## src/rtl/trace_serializer.sv

```systemverilog
// trace_serializer: turns accepted write-back records into one ASCII trace frame each.
// Optional TRACE_SPACES_EN macro emits the separator spaces around the kind and '<=' fields.
module trace_serializer #(
   parameter logic [7:0] IDLE_CHAR = 8'h00
) (
   input  logic        clk,
   input  logic        reset,
   input  logic        in_valid,
   output logic        in_ready,
   input  logic        in_kind,
   input  logic [15:0] in_time,
   input  logic [31:0] in_pc,
   input  logic [4:0]  in_reg,
   input  logic [31:0] in_addr,
   input  logic [31:0] in_data,
   output logic [7:0]  out_char,
   output logic        out_valid,
   input  logic        out_ready,
   output logic [15:0] frame_cnt
);
   typedef enum logic [3:0] {
      ST_IDLE, ST_CARET, ST_TIME, ST_AT, ST_PC, ST_COLON, ST_SP1, ST_KIND,
      ST_REG, ST_ADDR, ST_SP2, ST_LT, ST_EQ, ST_SP3, ST_DATA, ST_HASH
   } state_t;
`ifdef TRACE_SPACES_EN
   localparam bit SPACES = 1'b1;
`else
   localparam bit SPACES = 1'b0;
`endif
   state_t state, state_nxt;
   logic [3:0] idx, idx_init, time_start, hex_nib;
   logic kind_q, adv, last;
   logic [15:0] time_q;
   logic [31:0] pc_q, addr_q, data_q;
   logic [4:0] reg_q, reg_base, reg_ones;
   logic [1:0] reg_tens;

   function automatic logic [7:0] hex(input logic [3:0] n);
      return n < 4'd10 ? 8'h30 + {4'h0, n} : 8'h57 + {4'h0, n};
   endfunction

   // Non-decimal BCD nibbles are stored as zero so suppression and printing agree.
   function automatic logic [15:0] bcd_clean(input logic [15:0] t);
      logic [15:0] r;
      for (int i = 0; i < 4; i++) r[4*i +: 4] = t[4*i +: 4] > 4'd9 ? 4'd0 : t[4*i +: 4];
      return r;
   endfunction

   assign adv = (state != ST_IDLE) && out_ready;
   assign last = idx == 4'd0;
   assign time_start = time_q[15:12] != 4'd0 ? 4'd3 : time_q[11:8] != 4'd0 ? 4'd2 :
                       time_q[7:4] != 4'd0 ? 4'd1 : 4'd0;
   assign reg_tens = reg_q >= 5'd30 ? 2'd3 : reg_q >= 5'd20 ? 2'd2 : reg_q >= 5'd10 ? 2'd1 : 2'd0;
   assign reg_base = reg_q >= 5'd30 ? 5'd30 : reg_q >= 5'd20 ? 5'd20 : reg_q >= 5'd10 ? 5'd10 : 5'd0;
   assign reg_ones = reg_q - reg_base;
   assign idx_init = state_nxt == ST_TIME ? time_start :
                     (state_nxt inside {ST_PC, ST_ADDR, ST_DATA}) ? 4'd7 :
                     (state_nxt == ST_REG && reg_q >= 5'd10) ? 4'd1 : 4'd0;

   always_ff @(posedge clk or negedge reset) begin
      if (!reset) state <= ST_IDLE;
      else state <= state_nxt;
   end

   always_ff @(posedge clk or negedge reset) begin
      if (!reset) begin
         idx <= 4'd0;
         frame_cnt <= 16'd0;
         kind_q <= 1'b0;
         time_q <= 16'd0;
         pc_q <= 32'd0;
         reg_q <= 5'd0;
         addr_q <= 32'd0;
         data_q <= 32'd0;
      end else begin
         if (in_valid && in_ready) begin
            kind_q <= in_kind;
            time_q <= bcd_clean(in_time);
            pc_q <= in_pc;
            reg_q <= in_reg;
            addr_q <= in_addr;
            data_q <= in_data;
         end
         if (adv) idx <= state_nxt == state ? idx - 4'd1 : idx_init;
         if (adv && state == ST_HASH) frame_cnt <= frame_cnt + 16'd1;
      end
   end

   always_comb begin
      state_nxt = state;
      if (state == ST_IDLE) state_nxt = in_valid ? ST_CARET : ST_IDLE;
      else if (adv)
         case (state)
            ST_CARET: state_nxt = ST_TIME;
            ST_TIME:  state_nxt = last ? ST_AT : ST_TIME;
            ST_AT:    state_nxt = ST_PC;
            ST_PC:    state_nxt = last ? ST_COLON : ST_PC;
            ST_COLON: state_nxt = SPACES ? ST_SP1 : ST_KIND;
            ST_SP1:   state_nxt = ST_KIND;
            ST_KIND:  state_nxt = kind_q ? ST_ADDR : ST_REG;
            ST_REG, ST_ADDR: state_nxt = !last ? state : SPACES ? ST_SP2 : ST_LT;
            ST_SP2:   state_nxt = ST_LT;
            ST_LT:    state_nxt = ST_EQ;
            ST_EQ:    state_nxt = SPACES ? ST_SP3 : ST_DATA;
            ST_SP3:   state_nxt = ST_DATA;
            ST_DATA:  state_nxt = last ? ST_HASH : ST_DATA;
            default:  state_nxt = ST_IDLE;
         endcase
   end

   always_comb begin
      in_ready = state == ST_IDLE;
      out_valid = state != ST_IDLE;
      hex_nib = state == ST_PC ? pc_q[idx[2:0]*4 +: 4] :
                state == ST_ADDR ? addr_q[idx[2:0]*4 +: 4] : data_q[idx[2:0]*4 +: 4];
      case (state)
         ST_CARET: out_char = "^";
         ST_TIME:  out_char = 8'h30 + {4'h0, time_q[idx[1:0]*4 +: 4]};
         ST_AT:    out_char = "@";
         ST_PC, ST_ADDR, ST_DATA: out_char = hex(hex_nib);
         ST_COLON: out_char = ":";
         ST_SP1, ST_SP2, ST_SP3: out_char = " ";
         ST_KIND:  out_char = kind_q ? "*" : "$";
         ST_REG:   out_char = idx[0] ? 8'h30 + {6'h0, reg_tens} : 8'h30 + {3'h0, reg_ones};
         ST_LT:    out_char = "<";
         ST_EQ:    out_char = "=";
         ST_HASH:  out_char = "#";
         default:  out_char = IDLE_CHAR;
      endcase
   end
endmodule
```

## config.mk

```make
export PLATFORM = sky130hd
export DESIGN_NAME = trace_serializer
export DESIGN_NICKNAME = d
export VERILOG_FILES = /design/src/rtl/trace_serializer.sv
export SDC_FILE = /design/constraint.sdc
export NUM_CORES = 1
export LEC_CHECK = 0
export ABC_AREA = 1
export CAP_MARGIN = 20
export CORE_MARGIN = 2
export CORE_UTILIZATION = 47
export DETAILED_ROUTE_END_ITERATION = 10
export GPL_TIMING_DRIVEN = 0
export HOLD_SLACK_MARGIN = 0.15
export PLACE_DENSITY = 0.77
export REMOVE_ABC_BUFFERS = 1
export SETUP_SLACK_MARGIN = 0.1
export SLEW_MARGIN = 20
export SYNTH_ARGS = -nofsm -noshare
export SYNTH_HDL_FRONTEND = slang
export SYNTH_SLANG_ARGS = --single-unit
```

## constraint.sdc

```tcl
create_clock -name clk -period 2.7 [get_ports clk]
set_input_delay 0.81 -clock clk [delete_from_list [all_inputs] [get_ports clk]]
set_output_delay 0.81 -clock clk [all_outputs]
set_load 0.1 [all_outputs]
```

=== After elaboration in Yosys (flattened, before gate mapping) ===
Index checks and enable logic that the tools add are counted.

* Flip-flop bits (word level): 142
* Latch bits: 0
* RAM bits: 0
* Memory bits (read-only): 0
* Bits of input ports: 122
* Output and inout bits: 26
* Memories kept: 0

* $add $sub $neg: 8
* $mul: 0
* Div/mod/pow operators: 0
* $lt $le $gt $ge: 8
* Equal/unequal tests: 21
* Shift-type cells: 4
* Multiplexer cells: 32
* Bitwise gates (word level): 0
* Reduce and logical (&&, ||, !) cells: 16

{| class="wikitable"
|+ Operators with widths
! operator !! number
|-
| $shiftx A32 B6 Y4 || 3
|-
| $pmux W8 S11 || 1
|-
| $mux W4 || 12
|-
| $eq A4 B4 Y1 const B || 11
|-
| $pmux W4 S11 || 1
|-
| $eq A4 B3 Y1 const B || 5
|-
| $add A16 B1 Y16 const B || 1
|-
| $gt A4 B4 Y1 const B || 4
|-
| $reduce_bool A4 Y1 || 4
|-
| $shiftx A16 B5 Y4 || 1
|-
| $add A6 B4 Y7 const A || 2
|-
| $eq A4 B2 Y1 const B || 3
|-
| $ge A5 B5 Y1 const B || 2
|-
| $mux W5 || 2
|-
| $add A7 B4 Y8 const A || 1
|-
| $logic_not A4 Y1 || 2
|-
| $mux W1 || 8
|-
| $mux W2 || 4
|-
| $mux W8 || 1
|-
| $add A6 B2 Y7 const A || 1
|-
| $add A6 B5 Y7 const A || 1
|-
| $mux W7 || 1
|-
| $mux W3 || 2
|-
| $reduce_or A2 Y1 || 3
|-
| other kinds (9) || 13
|}

=== Depth between registers and ports, before layout ===
* Depth in word-level cells: 11
* Gate-level depth with buffers: 18

=== Least setup slack after synthesis ===
OpenSTA, ideal clock, no wires.

* Path kind: register to output
* From: register state[1]
* To: output port out_char[5]
* Arrival: 2.834 ns
* Data required time: 1.890 ns
* Setup slack: -0.944 ns
* Stages on the path, launching flop included: 5
* Path buffers: 0
* Path through: dfrtp_1 inv_2 nand2_2 nor2_1 o21ai_0

* Longest elaborated chain between the ends: 6
* Elaborated cells on any way between the ends: 24
* Those cells by class: 2 x add/sub; 1 x order compare; 15 x eq/ne; 4 x mux; 2 x reduce/logical

{| class="wikitable"
|+ Ends and longest elaborated chain
! what !! RTL line !! text
|-
| start: declaration || 30 || <nowiki>state_t state, state_nxt;</nowiki>
|-
| start signal: assignment || 62 || <nowiki>else state <= state_nxt;</nowiki>
|-
| $eq A4 B4 Y1 || 115, 116 ||
|-
| $mux W4 || 115 || <nowiki>state == ST_ADDR ? addr_q[idx[2:0]*4 +: 4] : data_q[idx[2:0]*4 +: 4];</nowiki>
|-
| $mux W4 || 114 || <nowiki>hex_nib = state == ST_PC ? pc_q[idx[2:0]*4 +: 4] :</nowiki>
|-
| $add A7 B4 Y8, or another cell as far along || 39 || <nowiki>return n < 4'd10 ? 8'h30 + {4'h0, n} : 8'h57 + {4'h0, n};</nowiki>
|-
| $mux W8 || 39 ||
|-
| $pmux W8 S11 * || 116 || <nowiki>case (state)</nowiki>
|-
| end: declaration || 16 || <nowiki>output logic [7:0] out_char,</nowiki>
|}

Every way passes the cells marked *; elsewhere a longest branch is shown, timed or not.

=== Worst setup path in the final report ===
* From: register state[0]
* To: output port out_char[2]

The elaborated chain is that of the path after synthesis.

==> impl_metrics.csv <==
group,metric,value,unit
run_status,status,"finished with violations",
run_status,violations,"negative setup slack",
place,place_area,9080,sq um
setup_path,path_buf_inv,4,
clock_tree,clk_latency,0.43,ns
synthesis,synthTopCellsByCount,"393 x nand2_1, 142 x dfrtp_1, 92 x nand3_1",
sta,worst_pin_slew,0.975,ns
power_and_ir_drop,power_density,1290,nW/um^2
sta,setup_viol,7,
hold_path,hp-class,"in2async",
setup_path,path_cells,"nor2_4, nand3_4, buf_6, buf_6, or2_2, nand3_2, nand3_4, nand3_4, nand2_8, nand2_4, inv_2, nand2_2, nand3_2, nand2_2, buf_12",
synthesis,ys_seq_area_share,47.3,%
synthesis,syn_avg_cell_area,7.66,sq um
place,gp_congestion,0.905,
power_and_ir_drop,seq_power_share,25.4,%
place,dpl.cell_count,1300,
drt,drc,0,
sta,final.setup.worst_slack,-0.980,ns
power_and_ir_drop,p_int,7.69,mW
drt,via_count,7499,
synthesis,async_flop_share,100,%
clock_tree,clock_sinks,142,
setup_path,max_stage_delay,0.48,ns
global_routing,grt_pass1_wl,34.1,mm
synthesis,syn_inst,982,
job,maxCapViolations,0,
setup_path,worstSetupPathType,"reg2out",
synthesis,synth_most_common_cell,"nand2_1",
sta,fin_crit_sh,136,%
clock_tree,root_buffer,"clkbuf_16",
synthesis,ys_types,45,
clock_tree,htreeDepth,4,
drt,wl_per_cell,16.5,um
setup_path,required,1.89,ns
synthesis,synth_edf_count,0,
setup_path,critical_path.top_delay_family,"simple AND/OR/NAND/NOR gates",
synthesis,synth_area,7520,sq um
place,port_buffers,146,
clock_tree,path_clk_slew,0.06,ns
die,io_pins,148,
sta,fin_crit,3.68,ns
die,dieArea,17000,sq um
setup_path,slowest_stage,"dfrtp_2",
synthesis,yosysTopAreaCellShare,47.3,%
drt,finalWirelength,23.5,mm
cells_and_area,syn_to_final_growth,47.0,%
global_routing,overflow,0,
setup_path,cp.arrival,2.87,ns
power_and_ir_drop,swShare,45.9,%
global_routing,grt_usage,26.0,%
drt,drt_iter0_drc,655,
setup_path,endpoint_kind,"output port",
global_routing,grt_max_degree,99,
die,die_w,130,um
clock_tree,max-clock-path-buffers,2,
power_and_ir_drop,power.switching,6.54,mW
setup_path,cp_max_fo,7,
place,post-place-ws,-2.53,ns
power_and_ir_drop,p_leak,5.35,nW
die,core,15800,sq um
setup_path,r2r_cells,16,
die,row_count,46,
setup_path,path_common_cell,"nand3_4",
power_and_ir_drop,irDropWorstVdd,1540,uV
setup_path,r2r-start,"idx[0]$_DFFE_PN0P_",
sta,clock_skew,0.0128,ns
synthesis,synth_seq_cells,142,
sta,finalHoldViolations,0,
clock_tree,cts_tree,"done",
clock_tree,holdBufCountCts,0,
synthesis,synth_area_leaders,"dfrtp_1 47%, nand2_1 20%, nand3_1 6.1%",
cells_and_area,diodes,0,
die,die-height,130,um
power_and_ir_drop,comb_power_share,57.5,%
cells_and_area,final_cell_area,11000,sq um
drt,ant_nets,0,
cells_and_area,layout.nets,1323,
setup_path,critPathLaunchType,"register",
sta,fmax,0.272,GHz
cells_and_area,drive_gt1_share,20.9,%
place,dp_hpwl,12.8,mm
global_routing,antenna_found_initial,0,
drt,vias_per_cell,5.27,
sta,relSlewSlack,35.3,%
drt,firstDrtPassIters,5,
power_and_ir_drop,power_frac_clock,17.0,%
clock_tree,numCtsBuffers,17,
setup_path,r2r-end,"idx[0]$_DFFE_PN0P_",
sta,grt_setup_unrepaired,"yes",
synthesis,synthFlopType,"dfrtp_1",
setup_path,r2r_setup_slack,0.19,ns
synthesis,yosys_warnings,0,
sta,finalMaxSlewViolations,0,
cells_and_area,final_cells,1423,
synthesis,synth_area_leader_cell,"dfrtp_1",
global_routing,grt_pass1_vias,6837,
die,start_util,47.7,%
-- routing by layer --
| metal | track usage [%] | wire (um) | vias to the layer above |
|---|---|---|---|
| li1 | - | - | 3581 |
| met1 | 34.7 | 9820 | 3520 |
| met2 | 42.4 | 11300 | 341 |
| met3 | 5.90 | 1780 | 57 |
| met4 | 8.39 | 639 | 0 |
| met5 | 0 | 0 | - |
-- cells in the final DEF (no fill, tap or decap), drive strengths merged, types with 10 or more instances in the layout --
cell type	instances
buf	97
xor2	12
nor2	38
nand2	408
dfrtp	142
o21ai	76
dlygate4sd2	16
a21oi	20
clkdlybuf4s50	120
clkbuf	20
inv	77
or2	10
nand3	100
-- flip-flops by register name, indices dropped and copies added (netlist names) --
signal     flops
pc_q          32
kind_q         1
frame_cnt     16
reg_q          5
idx            4
time_q        16
state          4
addr_q        32
data_q        32
-- worst max path at each step --
stage / startpoint / endpoint / slack (ns) / cells past startpoint
2_1_floorplan: state[2]$_DFF_PN0_ / addr_q[0]$_DFFE_PN0P_ / -2.58 / 6
3_3_place_gp: reset / addr_q[8]$_DFFE_PN0P_ / -4.95 / 1
3_5_place_dp: idx[0]$_DFFE_PN0P_ / out_char[1] / -2.53 / 15
4_1_cts: state[1]$_DFF_PN0_ / out_char[1] / -0.92 / 15
5_1_grt: state[0]$_DFF_PN0_ / out_char[4] / -1.10 / 16
6_report: state[0]$_DFF_PN0_ / out_char[2] / -0.98 / 15
-- stage by stage --
stage | power, mW | utilization (%) | hold WS (ns) | TNS (ns)
2_1_floorplan | 7.53 | - | 0.440 | -287.51
3_5_place_dp | 9.02 | 57.6 | 0.458 | -17.79
6_report | 14.2 | 70.1 | 0.254 | -6.24
3_3_place_gp | 8.91 | 57.0 | 0.455 | -1090.43
5_1_grt | 15.0 | 70.1 | 0.289 | -6.88
4_1_cts | 12.9 | 66.1 | 0.274 | -5.28
-- kinds of logic (layout without fill, tap and decap cells) --
kind of cell / count (synthesis) / after routing / share of synthesized area [%]
muxes: 1 / 1 / 0.150
AOI/OAI and AO/OA: 117 / 117 / 8.65
buffers and inverters: 123 / 343 / 7.36
adders and majority gates: 7 / 7 / 1.26
xor gates and xnor gates: 19 / 19 / 2.21
and+or+nand+nor: 572 / 577 / 33.1
DFF: 142 / 142 / 47.3
other: 1 / 1 / 0.0499
-- what timing repair did --
item,4_1_cts,5_1_grt
cloned,5,2
endpoints found under the setup margin,30,12
setup buffers,39,45
resized for setup,171,50
pin swaps,31,36
-- power by group through the flow --
stage	registers (mW)	logic, mW	clock network, mW
finish	3.62	8.19	2.42
global route	3.71	8.73	2.52
CTS	3.62	6.84	2.43
detailed placement	3.68	5.34	0
global placement	3.65	5.26	0
floorplan	3.62	3.91	0
-- area by class of cell --
| cell class | count | area, sq um |
|---|---|---|
| Fill cell | 1227 | 4720 |
| Multi-Input combinational cell | 722 | 3840 |
| Sequential cell | 142 | 3570 |
| Timing Repair Buffer | 234 | 2430 |
| Clock buffer | 19 | 453 |
| Inverter | 76 | 330 |
| Tap cell | 216 | 270 |
| Clock inverter | 13 | 153 |
| Timing Repair inverter | 1 | 7.51 |
Power figures use the tool's default switching activity.
